--- config.mk ---
export PLATFORM = sky130hd
export DESIGN_NAME = hit_pulse_generator_flat
export DESIGN_NICKNAME = d
export VERILOG_FILES = /design/src/rtl/hit_pulse_generator_if.sv /design/src/rtl/hit_pulse_generator.sv /design/src/flat_wrapper.sv
export SDC_FILE = /design/constraint.sdc
export NUM_CORES = 1
export LEC_CHECK = 0
export CORE_MARGIN = 8
export CORE_UTILIZATION = 54
export CTS_BUF_LIST = sky130_fd_sc_hd__clkbuf_2
export CTS_CLUSTER_SIZE = 28
export DETAILED_ROUTE_END_ITERATION = 8
export PLACE_DENSITY = 0.8
export SKIP_LAST_GASP = 1
export SYNTH_ARGS = -nofsm -noshare
export SYNTH_HDL_FRONTEND = slang
export SYNTH_SLANG_ARGS = --single-unit
--- constraint.sdc ---
create_clock -name clk -period 4.1 [get_ports clk]
set_input_delay 0.615 -clock clk [delete_from_list [all_inputs] [get_ports clk]]
set_output_delay 0.615 -clock clk [all_outputs]
set_load 0.02 [all_outputs]
--- src/rtl/hit_pulse_generator_if.sv ---
// Hit-path bundle between the collision logic (master) and the pulse generator (slave).
`timescale 1ns/1ps
interface hit_pulse_generator_if #(
    parameter int unsigned NUM_SRC = 4,
    parameter int unsigned CNT_W   = 4
) ();
    logic               startOfFrame;
    logic               gameActive;
    logic [NUM_SRC-1:0] collision;
    logic               monsterHit;
    logic [CNT_W-1:0]   pending;
    logic               overflow;

    modport master (
        output startOfFrame,
        output gameActive,
        output collision,
        input  monsterHit,
        input  pending,
        input  overflow
    );

    modport slave (
        input  startOfFrame,
        input  gameActive,
        input  collision,
        output monsterHit,
        output pending,
        output overflow
    );
endinterface

--- src/rtl/hit_pulse_generator.sv ---
// Turns per-source collision levels into spaced single-cycle monsterHit pulses,
// one event per source per frame, queued in a saturating pending counter.
`timescale 1ns/1ps
module hit_pulse_generator #(
    parameter int unsigned NUM_SRC    = 4,
    parameter int unsigned CNT_W      = 4,
    parameter int unsigned GAP_CYCLES = 2
) (
    input logic                  clk,
    input logic                  resetN,
    hit_pulse_generator_if.slave bus
);
    localparam int unsigned SUM_W = CNT_W + $clog2(NUM_SRC) + 1;
    localparam int unsigned GAP_W = (GAP_CYCLES > 2) ? $clog2(GAP_CYCLES) : 1;
    localparam logic [SUM_W-1:0] MAX_CNT  = SUM_W'((2 ** CNT_W) - 1);
    localparam logic [GAP_W-1:0] GAP_INIT = GAP_W'(GAP_CYCLES - 1);

    typedef enum logic [1:0] {StIdle, StPulse, StGap} state_e;

    state_e             state_q;
    logic [GAP_W-1:0]   gap_q;
    logic               hit_q;
    logic [NUM_SRC-1:0] rep_q, rep_d;
    logic [NUM_SRC-1:0] new_evt;
    logic [CNT_W-1:0]   pending_q, pending_d;
    logic               overflow_q, overflow_d;
    logic [SUM_W-1:0]   add;
    logic [SUM_W-1:0]   sum;
    logic               dec;

    always_comb begin
        new_evt = bus.collision & ({NUM_SRC{bus.startOfFrame}} | ~rep_q)
                  & {NUM_SRC{bus.gameActive}};
        // Flags keep tracking while inactive so a held hit is not recounted on re-enable.
        rep_d = bus.startOfFrame ? bus.collision : (rep_q | bus.collision);

        add = '0;
        for (int i = 0; i < NUM_SRC; i++) begin
            add = add + SUM_W'(new_evt[i]);
        end

        dec = (state_q == StIdle) && (pending_q != '0);
        sum = SUM_W'(pending_q) + add - SUM_W'(dec);

        pending_d  = sum[CNT_W-1:0];
        overflow_d = overflow_q;
        if (!bus.gameActive) begin
            pending_d = '0;
        end else if (sum > MAX_CNT) begin
            pending_d  = MAX_CNT[CNT_W-1:0];
            overflow_d = 1'b1;
        end
    end

    always_ff @(posedge clk or negedge resetN) begin
        if (!resetN) begin
            rep_q      <= '0;
            pending_q  <= '0;
            overflow_q <= 1'b0;
        end else begin
            rep_q      <= rep_d;
            pending_q  <= pending_d;
            overflow_q <= overflow_d;
        end
    end

    // Emitter: hit_q is set on the same edge the FSM enters StPulse.
    always_ff @(posedge clk or negedge resetN) begin
        if (!resetN) begin
            state_q <= StIdle;
            gap_q   <= '0;
            hit_q   <= 1'b0;
        end else if (!bus.gameActive) begin
            state_q <= StIdle;
            gap_q   <= '0;
            hit_q   <= 1'b0;
        end else begin
            unique case (state_q)
                StIdle: begin
                    if (dec) begin
                        state_q <= StPulse;
                        hit_q   <= 1'b1;
                    end
                end
                StPulse: begin
                    state_q <= StGap;
                    gap_q   <= GAP_INIT;
                    hit_q   <= 1'b0;
                end
                StGap: begin
                    if (gap_q == '0) begin
                        state_q <= StIdle;
                    end else begin
                        gap_q <= gap_q - 1'b1;
                    end
                end
                default: begin
                    state_q <= StIdle;
                    hit_q   <= 1'b0;
                end
            endcase
        end
    end

    assign bus.monsterHit = hit_q;
    assign bus.pending    = pending_q;
    assign bus.overflow   = overflow_q;
endmodule

--- src/flat_wrapper.sv ---
// flat-port wrapper written by rule: the top's interface ports become plain ports
module hit_pulse_generator_flat 
#(
    parameter int unsigned NUM_SRC    = 4,
    parameter int unsigned CNT_W      = 4,
    parameter int unsigned GAP_CYCLES = 2
)
  (clk, resetN, bus_startOfFrame, bus_gameActive, bus_collision, bus_monsterHit, bus_pending, bus_overflow);
  hit_pulse_generator_if #(.NUM_SRC(NUM_SRC), .CNT_W(CNT_W)) bus_i ();
  input logic clk;
  input logic resetN;
  input wire logic [$bits(bus_i.startOfFrame)-1:0] bus_startOfFrame;
  input wire logic [$bits(bus_i.gameActive)-1:0] bus_gameActive;
  input wire logic [$bits(bus_i.collision)-1:0] bus_collision;
  output wire logic [$bits(bus_i.monsterHit)-1:0] bus_monsterHit;
  output wire logic [$bits(bus_i.pending)-1:0] bus_pending;
  output wire logic [$bits(bus_i.overflow)-1:0] bus_overflow;
  assign bus_i.startOfFrame = bus_startOfFrame;
  assign bus_i.gameActive = bus_gameActive;
  assign bus_i.collision = bus_collision;
  assign bus_monsterHit = bus_i.monsterHit;
  assign bus_pending = bus_i.pending;
  assign bus_overflow = bus_i.overflow;
  hit_pulse_generator #(.NUM_SRC(NUM_SRC), .CNT_W(CNT_W), .GAP_CYCLES(GAP_CYCLES)) u_core (.clk(clk), .resetN(resetN), .bus(bus_i));
endmodule
# Word-level counts from Yosys, hierarchy flattened
# Cells that the tools add are included.
dict set report op_classes {
  magnitude_cmp 1
  n_mux 13
  bitwise 5
  n_reduce_logical 6
  n_addsub 6
  eq_ne 6
}
# op n
set ops {}
lappend ops {{7-bit by 1-bit adder with 7-bit output} 2}
lappend ops {{4-bit two-way mux} 3}
lappend ops {{4-bit AND} 2}
lappend ops {{4-bit bitwise OR} 2}
lappend ops {{4-bit by 7-bit adder with 7-bit output} 1}
lappend ops {{7-bit by 4-bit > comparator with 1-bit output (second input constant)} 1}
lappend ops {{7-bit by 1-bit subtractor with 7-bit output} 1}
lappend ops {{2-bit two-way mux} 3}
lappend ops {{2-bit case mux with 3 select lines} 1}
lappend ops {{2-bit AND reduction} 3}
lappend ops {{1-bit two-way mux} 4}
lappend ops {{4-bit NOT} 1}
lappend ops {{1-bit case mux with 2 select lines} 2}
lappend ops {{4-bit nonzero test} 1}
lappend ops {{3-bit by 1-bit inequality test with 1-bit output (second input constant)} 1}
lappend ops {{3-bit by 2-bit inequality test with 1-bit output (second input constant)} 1}
lappend ops {{3-bit inequality test (second input constant)} 1}
lappend ops {{1-bit by 1-bit adder with 2-bit output} 1}
lappend ops {{2-bit by 1-bit equality test with 1-bit output (second input constant)} 1}
lappend ops {{2-bit equality test (second input constant)} 1}
lappend ops {{2-bit zero test} 1}
lappend ops {{2-bit inequality test (second input constant)} 1}
lappend ops {{1-bit logical AND} 1}
lappend ops {{1-bit subtractor (second input constant)} 1}
dict set report word_totals {
  wordCells 43
  in_bits 8
  reg_bits 13
  out_inout_bits 6
}

# Logic depth before layout (Yosys ltp)
dict set report depth {
  ltp_word 12
  depth_mapped 14
  mapped_depth_nobuf 14
}

# Worst setup path before layout
# OpenSTA, ideal clock, no wires.
dict set report synth_path {
  kind {flip-flop to flip-flop}
  start {register u_core.pending_q[3], in the netlist u_core.bus.pending[3]}
  end {register u_core.pending_q[3], in the netlist u_core.bus.pending[3]}
  t_arrival_ns 3.076
  setup_slack_ns 0.905
  stages_incl_launch_ff 15
  setup_ns 0.119
  n_path_buf 0
  required_time_ns 3.981
  cell_sequence {dfrtp_1 -> inv_1 -> ha_1 -> nand2_1 -> nand2_1 -> nor2_1 -> ha_1 -> inv_1 -> fa_1 -> ha_1 -> fa_1 -> a211oi_2 -> o211a_1 -> a31oi_2 -> o21a_1}
}
dict set report synth_between {
  elab_chain_cells 6
  word_cells_on_any_way 7
  cone_classes {add/sub (2); order compare (1); mux (2); reduce/logical (2)}
}
# item line_no
set synth_rtl {}
lappend synth_rtl {{start, declared} hit_pulse_generator.sv:25} ;# logic [CNT_W-1:0] pending_q, pending_d;
lappend synth_rtl {{start signal, assigned} hit_pulse_generator.sv:62} ;# pending_q <= pending_d;
lappend synth_rtl {{parallel branches: the longest is 2 deep, another holds 4-bit by 7-bit adder with 7-bit output} n/a}
lappend synth_rtl {{7-bit by 1-bit subtractor with 7-bit output (*)} hit_pulse_generator.sv:43} ;# sum = SUM_W'(pending_q) + add - SUM_W'(dec);
lappend synth_rtl {{7-bit by 4-bit > comparator with 1-bit output} hit_pulse_generator.sv:49} ;# end else if (sum > MAX_CNT) begin
lappend synth_rtl {{4-bit two-way mux (*)} hit_pulse_generator.sv:49}
lappend synth_rtl {{4-bit two-way mux (*)} hit_pulse_generator.sv:47} ;# if (!bus.gameActive) begin
lappend synth_rtl {{net u_core.pending_d[3]} hit_pulse_generator.sv:25}
# Mark *: on every way through the listed nets, which the timed path passes.
# A chain may end at the register's enable or synchronous reset.

# Final worst setup path
dict set report layout_path {
  start {input port bus_startOfFrame}
  end {register u_core.overflow_q, in the netlist u_core.bus.overflow}
}
dict set report layout_between {
  elab_chain_cells 10
}
# item line_no
set layout_rtl {}
lappend layout_rtl {{start, declared} flat_wrapper.sv:12} ;# input wire logic [$bits(bus_i.startOfFrame)-1:0] bus_startOfFrame;
lappend layout_rtl {{4-bit bitwise OR (*)} hit_pulse_generator.sv:32} ;# new_evt = bus.collision & ({NUM_SRC{bus.startOfFrame}} | ~rep_q)
lappend layout_rtl {{4-bit AND (*)} hit_pulse_generator.sv:32}
lappend layout_rtl {{4-bit AND (*)} hit_pulse_generator.sv:33} ;# & {NUM_SRC{bus.gameActive}};
lappend layout_rtl {{1-bit by 1-bit adder with 2-bit output} hit_pulse_generator.sv:39} ;# add = add + SUM_W'(new_evt[i]);
lappend layout_rtl {{7-bit by 1-bit adder with 7-bit output} hit_pulse_generator.sv:39}
lappend layout_rtl {{7-bit by 1-bit adder with 7-bit output (*)} hit_pulse_generator.sv:39}
lappend layout_rtl {{4-bit by 7-bit adder with 7-bit output (*)} hit_pulse_generator.sv:43}
lappend layout_rtl {{7-bit by 1-bit subtractor with 7-bit output (*)} hit_pulse_generator.sv:43}
lappend layout_rtl {{7-bit by 4-bit > comparator with 1-bit output (*)} hit_pulse_generator.sv:49}
lappend layout_rtl {{2-bit AND reduction (no line) (*)} n/a}
lappend layout_rtl {{end signal, assigned} hit_pulse_generator.sv:63} ;# overflow_q <= overflow_d;
lappend layout_rtl {{end, declared} hit_pulse_generator.sv:26} ;# logic overflow_q, overflow_d;
# Mark *: on every way between the ends. The rest lies on a longest branch, timed or not.

==> impl_table.tex <==
\begin{tabular}{lr}
\hline
Metric & Value \\
\hline
\multicolumn{2}{l}{\textbf{STA}} \\
\quad Slew Limit Headroom & 59.72\% \\
\quad Measured slew at the worst slew-check pin & 602.3 ps \\
\quad Final hold viol count & 0 \\
\quad Crit path time final & 3446 ps \\
\quad Largest clock skew in the final design & 23.32 ps \\
\quad Max Transition Viols Final & 0 \\
\quad Setup TNS Final & 0 ps \\
\quad RSZ-0062 raised after global routing & false \\
\quad Final WS setup & around 650 ps \\
\quad Final setup viols & 0 \\
\quad Peak Freq & 290.2 MHz \\
\quad Final worst path period share & a little over four fifths \\
\multicolumn{2}{l}{\textbf{Finish}} \\
\quad Ratio of cells with drive above 1 in the final layout & 7.692\% \\
\quad Area of the multi-input gates & approximately 510 um\^{}2 \\
\quad Net count of the finished layout & 127 \\
\quad Area growth syn-to-layout & 19.83\% \\
\quad Fillcell total & 118 \\
\quad Fin area & 1051 um\^{}2 \\
\quad Antenna Cells & 0 \\
\quad Sequential Area & 325.3 um\^{}2 \\
\multicolumn{2}{l}{\textbf{Clocking}} \\
\quad CTS clock-pin slew for the worst setup and hold paths & 110 ps \\
\quad Cts repair resizes & 0 \\
\quad Number of hold-repair buffers added at the cts stage & 0 \\
\quad \# clock sinks & 13 \\
\quad TritonCTS Buffers & 3 \\
\quad Clock tree from TritonCTS & done \\
\quad Clock latency reported for the late side of the worst-skew pair & approximately 270 ps \\
\quad Number of levels in the clock H-tree & 1 \\
\quad Clock buffer depth & 2 \\
\quad Clock Tree Root & clkbuf\_2 \\
\quad Post-CTS setup buffer count & 0 \\
\multicolumn{2}{l}{\textbf{GRT}} \\
\quad Antenna violations before repair & 0 \\
\quad Total grt overflow & 0 \\
\quad First-pass GRT wire length & 2725 um \\
\quad Pin count of the biggest net entering global routing & 14 \\
\quad Number of global-route vias before repair & just under 700 \\
\quad GRT Util Overall & 10.29\% \\
\multicolumn{2}{l}{\textbf{Placed design}} \\
\quad Count of input and output buffers & 13 \\
\quad Placement Cell Area & 1031 um\^{}2 \\
\quad HPWL after detailed placement & approximately 1300 um \\
\quad Dpl ws & around 390 ps \\
\quad Final RePlAce weighted congestion & between 0.7 and 0.8 \\
\multicolumn{2}{l}{\textbf{Synthesis}} \\
\quad Post-Synth XOR/XNOR Area & approximately 3\% \\
\quad Distinct cell type count of the synthesized netlist & 24 \\
\quad Largest family of logic cells by synthesized area & adder cells \\
\quad Compound-cell area share of the yosys netlist & 16.83\% \\
\quad Count of state elements after synthesis & 13 \\
\quad Share of synthesized area spent on multiplexers & 0\% \\
\quad Post-Synth Adder-Cell Area & 21.68\% \\
\quad Syn avg cell area & between 10 and 15 um\^{}2 \\
\quad Nets in the synthesized netlist & 109 \\
\quad Synthesized area & between 800 and 900 um\^{}2 \\
\quad Sequential fraction of the synthesis area & between 30\% and 40\% \\
\quad Simple-gate portion of the synthesized area & 16.26\% \\
\quad Mapped Cells & a little under 90 \\
\quad Yosys warns & 0 \\
\multicolumn{2}{l}{\textbf{Route}} \\
\quad DRT Wirelength & 1534 um \\
\quad Average vias per placed instance & 5.408 \\
\quad Post-route ant nets & 0 \\
\quad Routed wirelength normalized by instance count & between 10 and 15 um \\
\quad Via count of the routed design & 649 \\
\quad Remaining design rule violation count & 0 \\
\quad First DRT Iteration DRCs & 3 \\
\quad Length of the first detailed-routing pass in iterations & 4 \\
\multicolumn{2}{l}{\textbf{Setup path}} \\
\quad Critical path launch point type & input port \\
\quad Data arrival at the endpoint of the critical path & about 3600 ps \\
\quad Kind of end point of the critical path & flip-flop \\
\quad Required time worst endpoint & 4300 ps \\
\quad Worst Path Class, Setup & input port to flip-flop \\
\quad Crit Path Max Fanout & 5 \\
\multicolumn{2}{l}{\textbf{Power and ir drop}} \\
\quad Worst vdd rail ir drop & 574.6 uV \\
\quad Standby leakage power & approximately 0.52 nW \\
\quad Power Dens Cells & 793.8 nW/um\^{}2 \\
\multicolumn{2}{l}{\textbf{Die}} \\
\quad Chip Width & 56.30 um \\
\quad Core Footprint & roughly 1500 um\^{}2 \\
\quad Initial standard-cell utilization of the core & 57.55\% \\
\quad Top-level port count & 14 \\
\quad Std cell rows & 14 \\
\quad Height of the chip & 56.30 um \\
\quad Total die area & 3170 um\^{}2 \\
\multicolumn{2}{l}{\textbf{Min path}} \\
\quad Path category of the worst min-delay check & flip-flop to flip-flop \\
\multicolumn{2}{l}{\textbf{Status}} \\
\quad Run status & finished, final reports clean \\
\multicolumn{2}{l}{\textbf{Job}} \\
\quad Max cap viols & 0 \\
\hline
\end{tabular}
cell usage in the layout, fill, tap and decap left out:
master,count
clkdlybuf4s50_1,13
dfrtp_1,13
ha_1,12
inv_1,11
nand2b_1,9
and3_1,5
nor2_1,5
o21a_1,5
clkbuf_2,4
nand2_1,3
o21ai_0,3
xor2_1,2
a21o_1,2
a211oi_2,2
a21oi_1,2
a21boi_0,2
fa_1,2
nand3_1,1
a211oi_1,1
nor3_1,1
nor3b_1,1
o211a_1,1
a31oi_2,1
xnor2_1,1
nand3b_1,1
buf_4,1
synthesized netlist by cell type:
library cell / number / area (um^2)
o21a_1: 5 / 37.54
o211a_1: 1 / 10.01
clkbuf_1: 1 / 3.750
a31oi_2: 1 / 12.51
nand2b_1: 9 / 56.30
fa_1: 2 / 40.04
nand3_1: 1 / 5.000
o21ai_0: 3 / 15.01
xor2_1: 2 / 17.52
nor3b_1: 1 / 7.510
a211oi_2: 2 / 25.02
a211oi_1: 1 / 7.510
inv_1: 11 / 41.29
a21boi_0: 2 / 15.01
nor2_1: 5 / 18.77
dfrtp_1: 13 / 325.3
a21oi_1: 2 / 10.01
nor3_1: 1 / 5.000
ha_1: 12 / 150.1
a21o_1: 2 / 15.01
xnor2_1: 1 / 8.760
and3_1: 5 / 31.28
nand2_1: 3 / 11.26
nand3b_1: 1 / 7.510
path summary, 6_finish.rpt:
| path | startpoint | endpoint | slack [ps] | cells after the start |
|---|---|---|---|---|
| max | bus_startOfFrame | u_core.bus.overflow | 650 | 12 |
| min | u_core.bus.overflow | u_core.bus.overflow | 480 | 1 |
| max reg2reg | u_core.bus.pending[3] | u_core.bus.overflow | 730 | 14 |
| min reg2reg | u_core.bus.overflow | u_core.bus.overflow | 480 | 1 |
| max in group asynchronous | resetN | u_core.rep_q[1] | 2980 | 1 |
| min in group asynchronous | resetN | u_core.state_q[1] | 700 | 1 |
per-layer routing:
layer,up-vias,track usage [%],part of all wire (%),routed length [um]
met1,309,12.22,50,762
met2,10,16.80,46,706
met3,2,3.596,3.7,57
li1,328,-,-,-
met5,-,0,0,0
met4,0,3.436,0.52,8
cell families (layout without fill, tap and decap cells):
group                    after synthesis  count (layout)
AND/OR/NAND/NOR                       26              26
AO/OA/AOI/OAI                         19              19
adder cells (fa/ha/maj)               14              14
flip-flops                            13              13
buffers and inverters                 12              29
XOR/XNOR                               3               3
critical path, cell delays in order:
cell and delay, ps:
clkdlybuf4s50_1 500, nand2b_1 130, nand3_1 80, ha_1 280
inv_1 50, fa_1 460, ha_1 250, fa_1 430
a211oi_2 280, nor3b_1 90, a31oi_2 310, a21o_1 160
stage by stage:
step / cells / hold slack, ps / power [mW] / util [%]
6_report: 120 / 475.7 / 0.8343 / 68.97
5_1_grt: 120 / 500.4 / 0.9288 / 68.97
4_1_cts: 120 / 487.3 / 0.8416 / 68.97
3_5_place_dp: 116 / 453.5 / 0.7721 / 67.65
3_3_place_gp: 116 / 438.9 / 0.7629 / 67.65
2_1_floorplan: 87 / 319.4 / 0.6355 / -
area by class of cell:
class / instances / share of cell area [%]
tap: 16 / 1.905
inverter: 11 / 3.929
clock buffer: 4 / 1.905
timing repair buffer: 14 / 13.10
multi-input combinational: 62 / 48.21
sequential: 13 / 30.95
sequential cells by signal (all words and copies together), names as in the netlist:
name / count
u_core.bus.pending: 4
u_core.rep_q: 4
u_core.state_q: 2
u_core.bus.monsterHit: 1
u_core.bus.overflow: 1
u_core.gap_q: 1
where the power goes:
| group | leakage [nW] | switching (mW) | total, mW | internal, mW |
|---|---|---|---|---|
| Sequential | 0.151 | 0.0308 | 0.192 | 0.161 |
| Clock | 0.0166 | 0.0418 | 0.0677 | 0.0259 |
| Combinational | 0.352 | 0.305 | 0.575 | 0.270 |
| Total | 0.520 | 0.377 | 0.834 | 0.457 |
Note: power is estimated with default switching activity, not from simulation.
